File: src/rtl/rol_pkg.sv
// Shared types and widths for the rotate unit and its barrel core.
package rol_pkg;

  localparam int WIDTH   = 32;
  localparam int SHAMT_W = 5;

  typedef logic [WIDTH-1:0]   word_t;
  typedef logic [SHAMT_W-1:0] shamt_t;

endpackage

File: src/rtl/rol_barrel_core.sv
// Purely combinational log-depth left rotator: stage k rotates by 2^k when
// numRotates[k] is set, otherwise passes its input straight through.
module rol_barrel_core
  import rol_pkg::*;
(
  input  word_t  a,
  input  shamt_t numRotates,
  output word_t  rotated
);

  word_t stg [0:SHAMT_W];

  assign stg[0] = a;

  for (genvar k = 0; k < SHAMT_W; k++) begin : g_stage
    localparam int SH = 1 << k;
    word_t rot_k;
    assign rot_k      = {stg[k][WIDTH-SH-1:0], stg[k][WIDTH-1:WIDTH-SH]};
    assign stg[k+1]   = numRotates[k] ? rot_k : stg[k];
  end

  assign rotated = stg[SHAMT_W];

endmodule

File: src/rtl/rol_32_bit.sv
// Registered 32-bit rotate unit (one-cycle latency, valid flag).
// Optional right rotate via the dir port when ROL_32_BIT_ROR_EN is defined.
module rol_32_bit
  import rol_pkg::*;
(
  input  logic   clk,
  input  logic   rst_n,
  input  logic   in_valid,
  input  word_t  a,
  input  shamt_t numRotates,
`ifdef ROL_32_BIT_ROR_EN
  input  logic   dir,
`endif
  output word_t  z,
  output logic   out_valid
);

  shamt_t amt;
  word_t  rot;
  word_t  z_d, z_q;
  logic   vld_d, vld_q;

`ifdef ROL_32_BIT_ROR_EN
  // Right rotate by n is a left rotate by (WIDTH - n) mod WIDTH, i.e. -n in SHAMT_W bits.
  assign amt = dir ? shamt_t'(shamt_t'(0) - numRotates) : numRotates;
`else
  assign amt = numRotates;
`endif

  rol_barrel_core u_core (
    .a          (a),
    .numRotates (amt),
    .rotated    (rot)
  );

  always_comb begin
    z_d   = in_valid ? rot : z_q;
    vld_d = in_valid;
  end

  always_ff @(posedge clk or negedge rst_n) begin
    if (!rst_n) begin
      z_q   <= '0;
      vld_q <= 1'b0;
    end else begin
      z_q   <= z_d;
      vld_q <= vld_d;
    end
  end

  assign z         = z_q;
  assign out_valid = vld_q;

endmodule

File: config.mk
export PLATFORM = sky130hd
export DESIGN_NAME = rol_32_bit
export DESIGN_NICKNAME = d
export VERILOG_FILES = /design/src/rtl/rol_pkg.sv /design/src/rtl/rol_barrel_core.sv /design/src/rtl/rol_32_bit.sv
export SDC_FILE = /design/constraint.sdc
export NUM_CORES = 1
export LEC_CHECK = 0
export ABC_AREA = 0
export CORE_AREA = 2 2 76 93
export DETAILED_ROUTE_END_ITERATION = 16
export DIE_AREA = 0 0 78 95
export GPL_TIMING_DRIVEN = 1
export HOLD_SLACK_MARGIN = 0.02
export PLACE_DENSITY = 0.79
export SLEW_MARGIN = 20
export SYNTH_ARGS = -nofsm -noshare
export SYNTH_HDL_FRONTEND = slang
export SYNTH_HIERARCHICAL = 1
export SYNTH_SLANG_ARGS = --single-unit
File: constraint.sdc
create_clock -name clk -period 1 [get_ports clk]
set_input_delay 0.2 -clock clk [delete_from_list [all_inputs] [get_ports clk]]
set_output_delay 0.2 -clock clk [all_outputs]
set_load 0.01 [all_outputs]
==> results.md, run 1 <==
Run status:
- The flow ran to the end, but the final reports show violations.
- The final reports fail on setup timing.

STA:
- The final worst slack is -0.9529 ns.
- Setup violations remaining at the end of the flow were counted as 55.
- The relative slew slack is between 80% and 90%.
- The final worst-path cycle share is 195.3%.
- The final count of pins violating max slew is 0.
- The transition time at the pin with the least slew margin is 0.2269 ns.
- Derived from the worst setup path, the maximum achievable clock frequency is between 500 and 600 MHz.
- The final critical-path required period is approximately 2 ns.
- The number of hold violations in the final report was 0.
- The worst clock skew is 0 ns.
- Setup repair after global routing could not meet its margin everywhere.

Logic synthesis:
- The part of the Yosys area used for sequential elements is roughly a quarter.
- The number of nets in the synthesized netlist is approximately 230.
- The total of warnings raised by yosys is 6.
- The number of distinct standard cells referenced by the synthesized netlist is 10.
- By area the synthesized netlist is led by sky130_fd_sc_hd__mux4_2 (41%), sky130_fd_sc_hd__dfrtp_1 (25%), sky130_fd_sc_hd__mux2_4 (14%).
- Summed over all instances, the cell type with the most area after synthesis is sky130_fd_sc_hd__mux4_2.
- Of the post-synthesis cell area, the dominant cell type holds 41.40%.
- In this run the mean area of a mapped cell was around 18 um^2.
- The cell count after synthesis came out at around 190.
- Synthesis inferred 33 register bits.
- The cell area that synthesis handed to floorplanning was about 3300 um^2.

Cells and area:
- The growth of design area from synthesis to finish is 38.76%.
- Cells with a size suffix above 1 make up about four fifths of the layout.
- The library cells used most frequently in the layout, excluding fill and tap cells, are sky130_fd_sc_hd__mux4_2 (64), sky130_fd_sc_hd__mux2_4 (56), sky130_fd_sc_hd__buf_4 (53).
- Once layout is complete, the utilization of the core stands at a little over two thirds.
- The finished cells cover 4604 um^2.
- The antenna diode instance count is 0.
- The filler cells instantiated in the layout total approximately 460.
- The most frequent standard cell in the layout excluding fill and tap cells is sky130_fd_sc_hd__mux4_2.
- After the last flow step, the layout net total stands at between 300 and 400.

Worst hold path:
- The tightest min-delay check is of the primary input to asynchronous set/reset pin type.

Die:
- between 70 and 80 I/O pins were placed.
- The die is about 78 um wide.
- The vertical die dimension is around 95 um.
- The initialized floorplan defines 33 standard-cell rows.
- The total die area is between 7000 and 8000 um^2.
- For this configuration, the core starts out at a cell density of between 50% and 60%.
- The area of the placeable core is about 6600 um^2.

Route:
- The total detailed-routing wirelength is roughly 8.8 mm.
- The total DRC errors in the routed layout is 0.
- The iteration-0 DRC count of the detailed router is 133.
- The detailed-route vias per instance is 6.147.
- In this run the remaining antenna-violating nets after routing total 0.
- For this run, the detailed router's first-pass iteration total came to 4.
- The routed length per instance is 22.25 um.
- The detailed router placed about 2400 vias in this run.

Critical path:
- Counting cells, the worst reg-to-reg path comes to 3.
- The cell at the slowest stage of the critical path is sky130_fd_sc_hd__mux4_2.
- For the worst setup path, the data required time is around 1.2 ns.
- The arrival time at the worst endpoint is 2.13 ns.
- The worst setup path is of the primary input to flip-flop kind.
- The worst setup path is launched from a primary input.
- The peak per-stage delay on the critical path is between 0.5 and 0.6 ns.
- The worst setup path is captured at a flip-flop.
- The largest fanout of any net on the critical path is 8.
- Traced cell by cell, the critical path runs through buf_12 -> buf_12 -> mux4_2 -> mux4_2 -> mux2_4 -> mux2_4.

GRT:
- The total grt overflow is 0.
- The total global routing track utilization is around a quarter.
- The number of global-route vias before repair came to between 2000 and 2500.
- The first global-routing pass estimated roughly 14 mm of wire.
- The number of antenna violations at the first check in global routing came to 0.
- The pin count of the biggest net entering global routing is 34.

Job:
- The max capacitance violation total is 0.

Clock tree:
- In this run the deepest clock path goes through 2 buffers.
- Clock-pin slew was measured on the worst setup and hold paths at 0.07 ns.
- TritonCTS built the clock tree.
- The number of hold buffers added after CTS was 0.
- The CTS H-tree depth is 2.
- The library cell used as clock root buffer is sky130_fd_sc_hd__clkbuf_8.
- The total clock buffers created by CTS is 5.
- The insertion delay to the later sink of the worst-skew pair is approximately 0.29 ns.
- The number of sinks handled by clock tree synthesis is 33.

Placement:
- At the end of routability-driven placement, the weighted congestion stood at ~1.
- Once placement finished, the instance area stood at between 4000 and 5000 um^2.
- Once detailed placement completed, the half-perimeter wirelength came to 6.921 mm.
- At the placement stage, the worst setup path has a slack of -1.640 ns.
- The count of buffers from port buffering is 72.

Pwr:
- The total power of the final layout is 6.059 mW.
- The leakage power summed over all cells is about 2.0 nW.
- The power per unit of standard cell area is around 1300 nW/um^2.
- The largest voltage drop on the vdd net is ~620 uV.
[sequential cells by signal, summed over array words and instances (netlist names)]
name and cells:
z 32, out_valid 1
[worst paths after layout]
kind	start	to	slack, ns
max in group asynchronous	rst_n	z[15]	0.56
setup / recovery	numRotates[1]	z[7]	-0.95
setup reg to reg	z[3]	z[3]	0
min in group clk	in_valid	out_valid	0.31
hold reg to reg	z[29]	z[29]	0.56
hold / removal	rst_n	z[23]	0.27
[metal layers]
metal	part of all wire [%]	GRT usage (%)
met5	0	0
met4	3.0	9.357
met3	5.6	2.390
met2	55	45.98
met1	37	29.83
[through the flow]
stage / hold slack, ns / cells / setup TNS [ns]
floorplan: -0.09559 / 185 / -34.02
global placement: 0.4957 / 368 / -52.57
detailed placement: 0.5074 / 368 / -53.34
CTS: 0.2747 / 391 / -29.48
global route: 0.2910 / 394 / -31.00
finish: 0.2697 / 394 / -29.47
[synthesized netlist by cell type (all sizes together)]
cell type	count
dfrtp	33
buf	17
mux2	64
clkbuf	7
mux4	64
[critical path: cells and delay by family]
family	cells	cell delay [ns]
buffers and inverters	2	0.24
multiplexers	4	1.68
[power breakdown]
| group | leakage (nW) | switching (mW) | internal, mW | total [mW] |
|---|---|---|---|---|
| Combinational | 1.60 | 1.19 | 2.08 | 3.26 |
| Clock | 0.0439 | 0.524 | 0.480 | 1.00 |
| Sequential | 0.386 | 0.162 | 1.63 | 1.79 |
| Total | 2.03 | 1.87 | 4.18 | 6.06 |
[final cells by class]
type / count / area, um^2 / area share (%)
Multi-Input combinational cell: 128 / 2372 / 51.52
Timing Repair Buffer: 138 / 1211 / 26.30
Sequential cell: 33 / 825.8 / 17.93
Tap cell: 87 / 108.9 / 2.364
Clock buffer: 5 / 68.82 / 1.495
Clock inverter: 3 / 17.52 / 0.3804
[what timing repair did]
action                                  4_1_cts  5_1_grt
resized for setup                           216        8
endpoints found under the setup margin       65       64
cloned                                        2        0
buffers inserted                             13        3
[cells by family (layout without fill, tap and decap cells)]
logic type,after synthesis,count (layout),synth area share (%)
buf+inv,24,146,6.222
flops,33,33,24.89
mux,128,128,68.89
Note: power is estimated with default switching activity, not from simulation.
==> run 2: changes to the inputs <==
- ABC_CLOCK_PERIOD_IN_PS: not set -> 1000
- TNS_END_PERCENT: not set -> 50
==> run 2 against run 1 <==
The flow still finishes with violations (setup timing). Combinational power decreased by 5%. Critical path depth unchanged. Non-clock buffer count decreased by 10. Largest power group unchanged. Global-route usage increased by 1.1 points. First-iteration DRC count increased by 27%. Critical endpoint is now z[11]. Count of clock-buffer cells in the layout unchanged.
==> results.md, run 2 (synthesis gave the netlist of run 1 again) <==
GRT:
- The total grt overflow came to 0 (unchanged).
- The number of antenna violations at the first check in global routing is 0 (unchanged).
- The global-route wire length before repair is 14.30 mm (was 13.66 mm).
- The total global routing track utilization is 25.90% (was 24.77%).
- The number of global-route vias before repair is 2634 (was 2466).
- The pin count of the biggest net entering global routing came to 34 (unchanged).

Cells and area:
- The net total in the final layout is 336 (was 346).
- The fraction of layout cells with a size suffix above 1 came to 79.12% (was 78.18%).
- The filler-free cell count of the finished design is 384 (was 394).
- The final instance area is 4527 um^2 (was 4604 um^2).
- The layout filler cell count is 460 (was 461).
- Top library cells by usage in the layout, fill and taps aside: sky130_fd_sc_hd__mux4_2 (64), sky130_fd_sc_hd__mux2_4 (57), sky130_fd_sc_hd__buf_4 (44) (was sky130_fd_sc_hd__mux4_2 (64), sky130_fd_sc_hd__mux2_4 (56), sky130_fd_sc_hd__buf_4 (53)).
- The growth of design area from synthesis to finish is 36.43% (was 38.76%).
- The most frequent standard cell in the layout excluding fill and tap cells is sky130_fd_sc_hd__mux4_2 (unchanged).
- The flip-flop count of the largest register after layout is 32 (unchanged).
- The multi-input gate area in the final layout came to 2376 um^2 (was 2372 um^2).
- The antenna diode instance count is 0 (unchanged).
- The sequential standard cell area is 825.8 um^2 (unchanged).

Pwr:
- The internal power was 4.051 mW (was 4.185 mW).
- The total net switching power is 1.858 mW (was 1.875 mW).
- The switching share of power is 31.44% (was 30.94%).
- The fraction of power consumed by sequential logic was 30.4% (was 29.6%).
- The proportion of power drawn by the clock network is 16.9% (was 16.6%).
- The leakage power summed over all cells is 1.983 nW (was 2.032 nW).
- The largest voltage drop on the vdd net is 621.7 uV (was 618.2 uV).
- The power per unit of standard cell area is 1305 nW/um^2 (was 1316 nW/um^2).
- The total power of the final layout is 5.908 mW (was 6.059 mW).
- The combinational fraction of design power is 52.7% (was 53.9%).

STA:
- The final count of pins violating max slew is 0 (unchanged).
- The highest clock rate was 511.4 MHz (was 512.0 MHz).
- The worst clock skew was 0 ns (unchanged).
- Setup repair after global routing missed its margin: true (unchanged).
- The final worst slack was -0.9555 ns (was -0.9529 ns).
- The number of hold violations in the final report came to 0 (unchanged).
- The final worst-path cycle share is 195.6% (was 195.3%).
- The total setup violations reported at the end of the flow is 62 (was 55).
- The transition time at the pin with the least slew margin was 0.2388 ns (was 0.2269 ns).
- The post-route setup TNS is -29.85 ns (was -29.47 ns).
- The worst hold margin is 0.2836 ns (was 0.2697 ns).
- The final critical-path required period came to 1.956 ns (was 1.953 ns).
- The relative slew slack is 84.08% (was 84.87%).

Die:
- The vertical die dimension is 95 um (unchanged).
- The count of pins on the block boundary is 73 (unchanged).
- The total die area is 7410 um^2 (unchanged).
- The width of the chip is 78 um (unchanged).
- The initial cell density of the core was 50.23% (unchanged).
- The count of standard-cell rows is 33 (unchanged).
- The area of the placeable core came to 6606 um^2 (unchanged).

Critical path:
- The largest fanout of any net on the critical path was 8 (unchanged).
- The worst flop-to-flop path endpoint is z[2] (was z[3]).
- The setup slack on the worst flop-to-flop path is 0.07 ns (was 0 ns).
- The launching point of the worst reg2reg path is z[2] (was z[3]).
- The required time at the worst-slack endpoint came to 1.18 ns (about the same).
- The cell at the slowest stage of the critical path was sky130_fd_sc_hd__mux4_2 (unchanged).
- Cells along the critical path: buf_12 -> buf_12 -> mux4_2 -> mux4_2 -> mux2_4 -> mux2_4 (unchanged).
- The worst-case reg-to-reg path depth is 2 (was 3).
- The category of the most critical setup path is primary input to flip-flop (unchanged).
- The peak per-stage delay on the critical path is 0.57 ns (was 0.58 ns).
- The arrival time at the worst endpoint is 2.13 ns (about the same).
- The kind of start point of the critical path is a primary input (unchanged).
- The critical path endpoint category is a flip-flop (unchanged).

Placement:
- The post-placement cell count came to 372 (was 368).
- The placer's final routability congestion estimate is 1.034 (was 0.9968).
- The HPWL after detailed placement was 6.719 mm (was 6.921 mm).
- The instance area at placement is 4425 um^2 (was 4399 um^2).
- The count of buffers from port buffering came to 72 (unchanged).

Clock tree:
- The CTS H-tree depth was 2 (unchanged).
- The maximum number of buffers from clock root to sink is 2 (unchanged).
- The library cell used as clock root buffer is sky130_fd_sc_hd__clkbuf_8 (unchanged).
- The total clock buffers created by CTS is 5 (unchanged).
- The insertion delay to the later sink of the worst-skew pair was 0.29 ns (about the same).
- The clock input transition at the sequential cells of the worst setup and hold paths was 0.07 ns (about the same).
- The CTS tree is done (unchanged).
- The number of sinks handled by clock tree synthesis came to 33 (unchanged).
- The count of hold-fix buffers inserted at cts is 0 (unchanged).

Route:
- The total number of vias is 2468 (was 2422).
- The total detailed-routing wirelength was 9.009 mm (was 8.766 mm).
- The iteration-0 DRC count of the detailed router is 169 (was 133).
- The number of nets still failing antenna checks after routing was 0 (unchanged).
- The total DRC errors in the routed layout is 0 (unchanged).
- The detailed-route vias per instance is 6.427 (was 6.147).
- The routed length per instance is 23.46 um (was 22.25 um).
- The first-pass iteration count of the detailed router was 4 (unchanged).

Worst hold path:
- The type of the most critical hold path is primary input to asynchronous set/reset pin (unchanged).

Job:
- The max capacitance violation total is 0 (unchanged).

Run status:
- Result of the run: finished with violations (unchanged).
- Violated checks: setup timing (unchanged).
[run 2: cell count changes in the layout (fill, tap and decap cells not counted), sizes merged]
cell / before / now
buf: 103 / 93
dlygate4sd2: 12 / 7
clkdlybuf4s15: 19 / 22
clkbuf: 6 / 8
[run 2: what timing repair did]
action | in CTS | in global routing
resized for setup | 217 | 16
buffers inserted | 1 | 0
setup endpoints to repair | 65 | 64
cloned | 3 | 0
[run 2: layer usage]
metal	global-route usage, %	wire length (um)
met5	0	0
met4	12.87	430
met3	3.728	669
met2	46.77	4801
met1	30.22	3108
[run 2: worst max-delay path, delay by kind of cell]
kind,cells,cell delay (ns)
mux,4,1.67
buf+inv,2,0.25
[run 2: cell type report]
cell class	instances	area share, %
multi-input cells	128	52.49
flip-flops and latches	33	18.24
well taps	87	2.405
clock buffers	5	1.520
clock inverters	3	0.3870
repair buffers	128	24.96
[run 2: worst max-delay path by stage]
stage,from,to,slack [ns],cells past startpoint
floorplan,numRotates[1],z[7],-1.07,6
global placement,numRotates[3],z[20],-1.62,6
detailed placement,numRotates[3],z[20],-1.65,6
CTS,numRotates[1],z[25],-0.93,6
global route,numRotates[1],z[0],-0.97,6
finish,numRotates[1],z[11],-0.96,6
[run 2: per-stage QoR]
step,setup WS (ns),util (%)
floorplan,-1.067,-
global placement,-1.623,66.99
detailed placement,-1.649,66.99
CTS,-0.9296,68.39
global route,-0.9691,68.52
finish,-0.9555,68.52
[run 2: power by group through the flow]
stage                     clock (mW)  combinational [mW]  sequential, mW
after detailed placement           0                3.22            1.83
final                           1.00                3.11            1.80
after CTS                       1.02                3.07            1.80
after global routing            1.07                3.28            1.83
after floorplan                    0                1.54            1.95
after global placement             0                3.17            1.82
==> run 3: changes to the inputs <==
- CORE_AREA: 2 2 76 93 -> 2 2 71 87
- DIE_AREA: 0 0 78 95 -> 0 0 73 89
- DONT_BUFFER_PORTS: not set -> 1
- PLACE_DENSITY: 0.79 -> 0.73
- SLEW_MARGIN: 20 -> 5
==> run 3 against run 2 <==
The run ends with hold timing, setup timing left. Clock power decreased by 6%. Utilization decreased by 7.7 points. Total power decreased by 20%. Sequential share of layout area increased by 6.0 points. Die area decreased by 12%. Combinational power decreased by 43%. Worst setup slack improved by 0.23 ns. First-iteration DRC count decreased by 38%. Sequential power increased by 11%. Largest cell class unchanged. Highest routed layer unchanged.
==> results.md, run 3 (synthesis gave the netlist of run 1 again) <==
Clock tree:
- The count of hold-fix buffers inserted at cts is 1 (was 0).
- The clock input transition at the sequential cells of the worst setup and hold paths is 0.07 ns (about the same).
- The CTS H-tree depth came to 2 (unchanged).
- The library cell used as clock root buffer is sky130_fd_sc_hd__clkbuf_8 (unchanged).
- The number of sinks handled by clock tree synthesis is 33 (unchanged).
- The insertion delay to the later sink of the worst-skew pair is 0.28 ns (was 0.29 ns).
- The total clock buffers created by CTS is 5 (unchanged).
- The CTS tree is done (unchanged).
- The maximum number of buffers from clock root to sink is 2 (unchanged).

GRT:
- The global-route met1 utilization is 31.49% (was 30.22%).
- The pin count of the biggest net entering global routing came to 34 (unchanged).
- The number of antenna violations at the first check in global routing is 0 (unchanged).
- The number of global-route vias before repair is 2056 (was 2634).
- The total grt overflow is 0 (unchanged).
- The met3 usage in global routing is 7.441% (was 3.728%).
- The most utilized layer in the global route result is met2 (unchanged).
- The met2 layer usage reported by global route is 41.28% (was 46.77%).
- The total global routing track utilization is 25.28% (was 25.90%).
- The global-route wire length before repair is 12.03 mm (was 14.30 mm).

Cells and area:
- The layout filler cell count came to 417 (was 460).
- The filler-free cell count of the finished design is 237 (was 384).
- The flip-flop count of the largest register after layout is 32 (unchanged).
- Top library cells by usage in the layout, fill and taps aside: sky130_fd_sc_hd__mux4_2 (64), sky130_fd_sc_hd__mux2_4 (55), sky130_fd_sc_hd__dfrtp_1 (33) (was sky130_fd_sc_hd__mux4_2 (64), sky130_fd_sc_hd__mux2_4 (57), sky130_fd_sc_hd__buf_4 (44)).
- The net total in the final layout is 212 (was 336).
- The fraction of layout cells with a size suffix above 1 is 79.77% (was 79.12%).
- The antenna diode instance count came to 0 (unchanged).
- The most frequent standard cell in the layout excluding fill and tap cells is sky130_fd_sc_hd__mux4_2 (unchanged).
- The growth of design area from synthesis to finish came to 2.489% (was 36.43%).

Die:
- The width of the chip is 73 um (was 78 um).
- The initial cell density of the core is 59.33% (was 50.23%).
- The total die area came to 6497 um^2 (was 7410 um^2).
- The vertical die dimension is 89 um (was 95 um).
- The count of pins on the block boundary is 73 (unchanged).
- The count of standard-cell rows is 30 (was 33).
- The area of the placeable core is 5593 um^2 (was 6606 um^2).

Placement:
- The post-placement cell count is 228 (was 372).
- The worst setup slack after placement is -0.9847 ns (was -1.649 ns).
- The HPWL after detailed placement is 5.909 mm (was 6.719 mm).
- The count of buffers from port buffering is 0 (was 72).
- The placer's final routability congestion estimate was 0.9422 (was 1.034).

STA:
- The total setup violations reported at the end of the flow is 32 (was 62).
- The final worst slack came to -0.7226 ns (was -0.9555 ns).
- The worst hold margin is -0.3902 ns (was 0.2836 ns).
- The final critical-path required period was 1.723 ns (was 1.956 ns).
- The final worst-path cycle share is 172.3% (was 195.6%).
- The final count of pins violating max slew was 0 (unchanged).
- The relative slew slack was 87.36% (was 84.08%).
- The transition time at the pin with the least slew margin was 0.1896 ns (was 0.2388 ns).
- The worst clock skew was 0 ns (unchanged).
- Setup repair after global routing missed its margin: true (unchanged).
- The number of hold violations in the final report is 33 (was 0).
- The highest clock rate is 580.5 MHz (was 511.4 MHz).

Pwr:
- The power per unit of standard cell area is 1385 nW/um^2 (was 1305 nW/um^2).
- The proportion of power drawn by the clock network came to 20.0% (was 16.9%).
- The largest voltage drop on the vdd net is 660.5 uV (was 621.7 uV).
- The fraction of power consumed by sequential logic came to 42.3% (was 30.4%).
- The combinational fraction of design power was 37.7% (was 52.7%).
- The leakage power summed over all cells came to 1.348 nW (was 1.983 nW).
- The total net switching power was 1.349 mW (was 1.858 mW).
- The internal power is 3.362 mW (was 4.051 mW).
- The switching share of power is 28.63% (was 31.44%).

Critical path:
- The largest fanout of any net on the critical path came to 32 (was 8).
- The category of the most critical setup path is primary input to flip-flop (unchanged).
- The critical path endpoint category is a flip-flop (unchanged).
- The kind of start point of the critical path is a primary input (unchanged).
- The required time at the worst-slack endpoint is 1.16 ns (was 1.18 ns).
- The arrival time at the worst endpoint is 1.89 ns (was 2.13 ns).

Worst hold path:
- The type of the most critical hold path is primary input to asynchronous set/reset pin (unchanged).

Run status:
- Violated checks: hold timing, setup timing (was setup timing).
- Result of the run: finished with violations (unchanged).

Job:
- The max capacitance violation total is 0 (unchanged).

Route:
- The routed length per instance is 31.86 um (was 23.46 um).
- The first-pass iteration count of the detailed router is 4 (unchanged).
- The number of nets still failing antenna checks after routing is 0 (unchanged).
- The total detailed-routing wirelength was 7.550 mm (was 9.009 mm).
- The total number of vias is 1944 (was 2468).
- The total DRC errors in the routed layout is 0 (unchanged).
- The detailed-route vias per instance is 8.203 (was 6.427).
- The iteration-0 DRC count of the detailed router is 104 (was 169).
## run 3: final timing paths
path / slack [ns] / depth (start not counted) / endpoint / startpoint
setup / recovery: -0.72 / 4 / z[7] / numRotates[1]
hold / removal: -0.39 / 0 / z[16] / rst_n
setup reg to reg: 0.15 / 1 / z[12] / z[12]
hold reg to reg: 0.54 / 1 / z[2] / z[2]
max in group asynchronous: 1.31 / 0 / z[0] / rst_n
min in group clk: 0.09 / 1 / z[2] / in_valid
## run 3: layout make-up
type	instances	area, um^2	area share (%)
clock inverters	2	10.01	0.2943
clock buffers	6	72.57	2.134
flip-flops and latches	33	825.8	24.28
multi-input cells	128	2369	69.65
well taps	64	80.08	2.355
repair buffers	4	43.79	1.288
## run 3: power by group through the flow
stage          sequential, mW  clock [mW]  combinational (mW)
3_5_place_dp             2.01           0                1.63
2_1_floorplan            1.95           0                1.54
5_1_grt                  2.03        1.02                1.87
6_report                 1.99       0.944                1.78
3_3_place_gp             2.01           0                1.61
4_1_cts                  2.00       0.967                1.74
## run 3: critical path: stages
cell	delay, ns
sky130_fd_sc_hd__mux4_2	0.57
sky130_fd_sc_hd__mux4_2	0.56
sky130_fd_sc_hd__mux2_4	0.29
sky130_fd_sc_hd__mux2_4	0.26
## run 3: stage by stage
stage	area, um^2	total power, mW	setup TNS, ns	util [%]
6_report	3401	4.711	-21.18	60.81
2_1_floorplan	3346	3.481	-34.02	-
3_3_place_gp	3211	3.617	-30.10	57.40
3_5_place_dp	3211	3.643	-30.15	57.40
4_1_cts	3378	4.707	-20.62	60.40
5_1_grt	3401	4.908	-21.44	60.81
## run 3: what timing repair did
action                                  4_1_cts  5_1_grt
gates resized for setup                      20        6
cloned                                        0        0
setup buffers                                 0        0
endpoints found under the hold margin        34       33
endpoints found under the setup margin       35       35
## run 3: routing by layer
layer | vias up | routed length, um | part of all wire, %
met2 | 146 | 3903 | 52
met1 | 1006 | 2636 | 35
li1 | 771 | - | -
met4 | 0 | 239 | 3.2
met3 | 21 | 771 | 10
met5 | - | 0 | 0
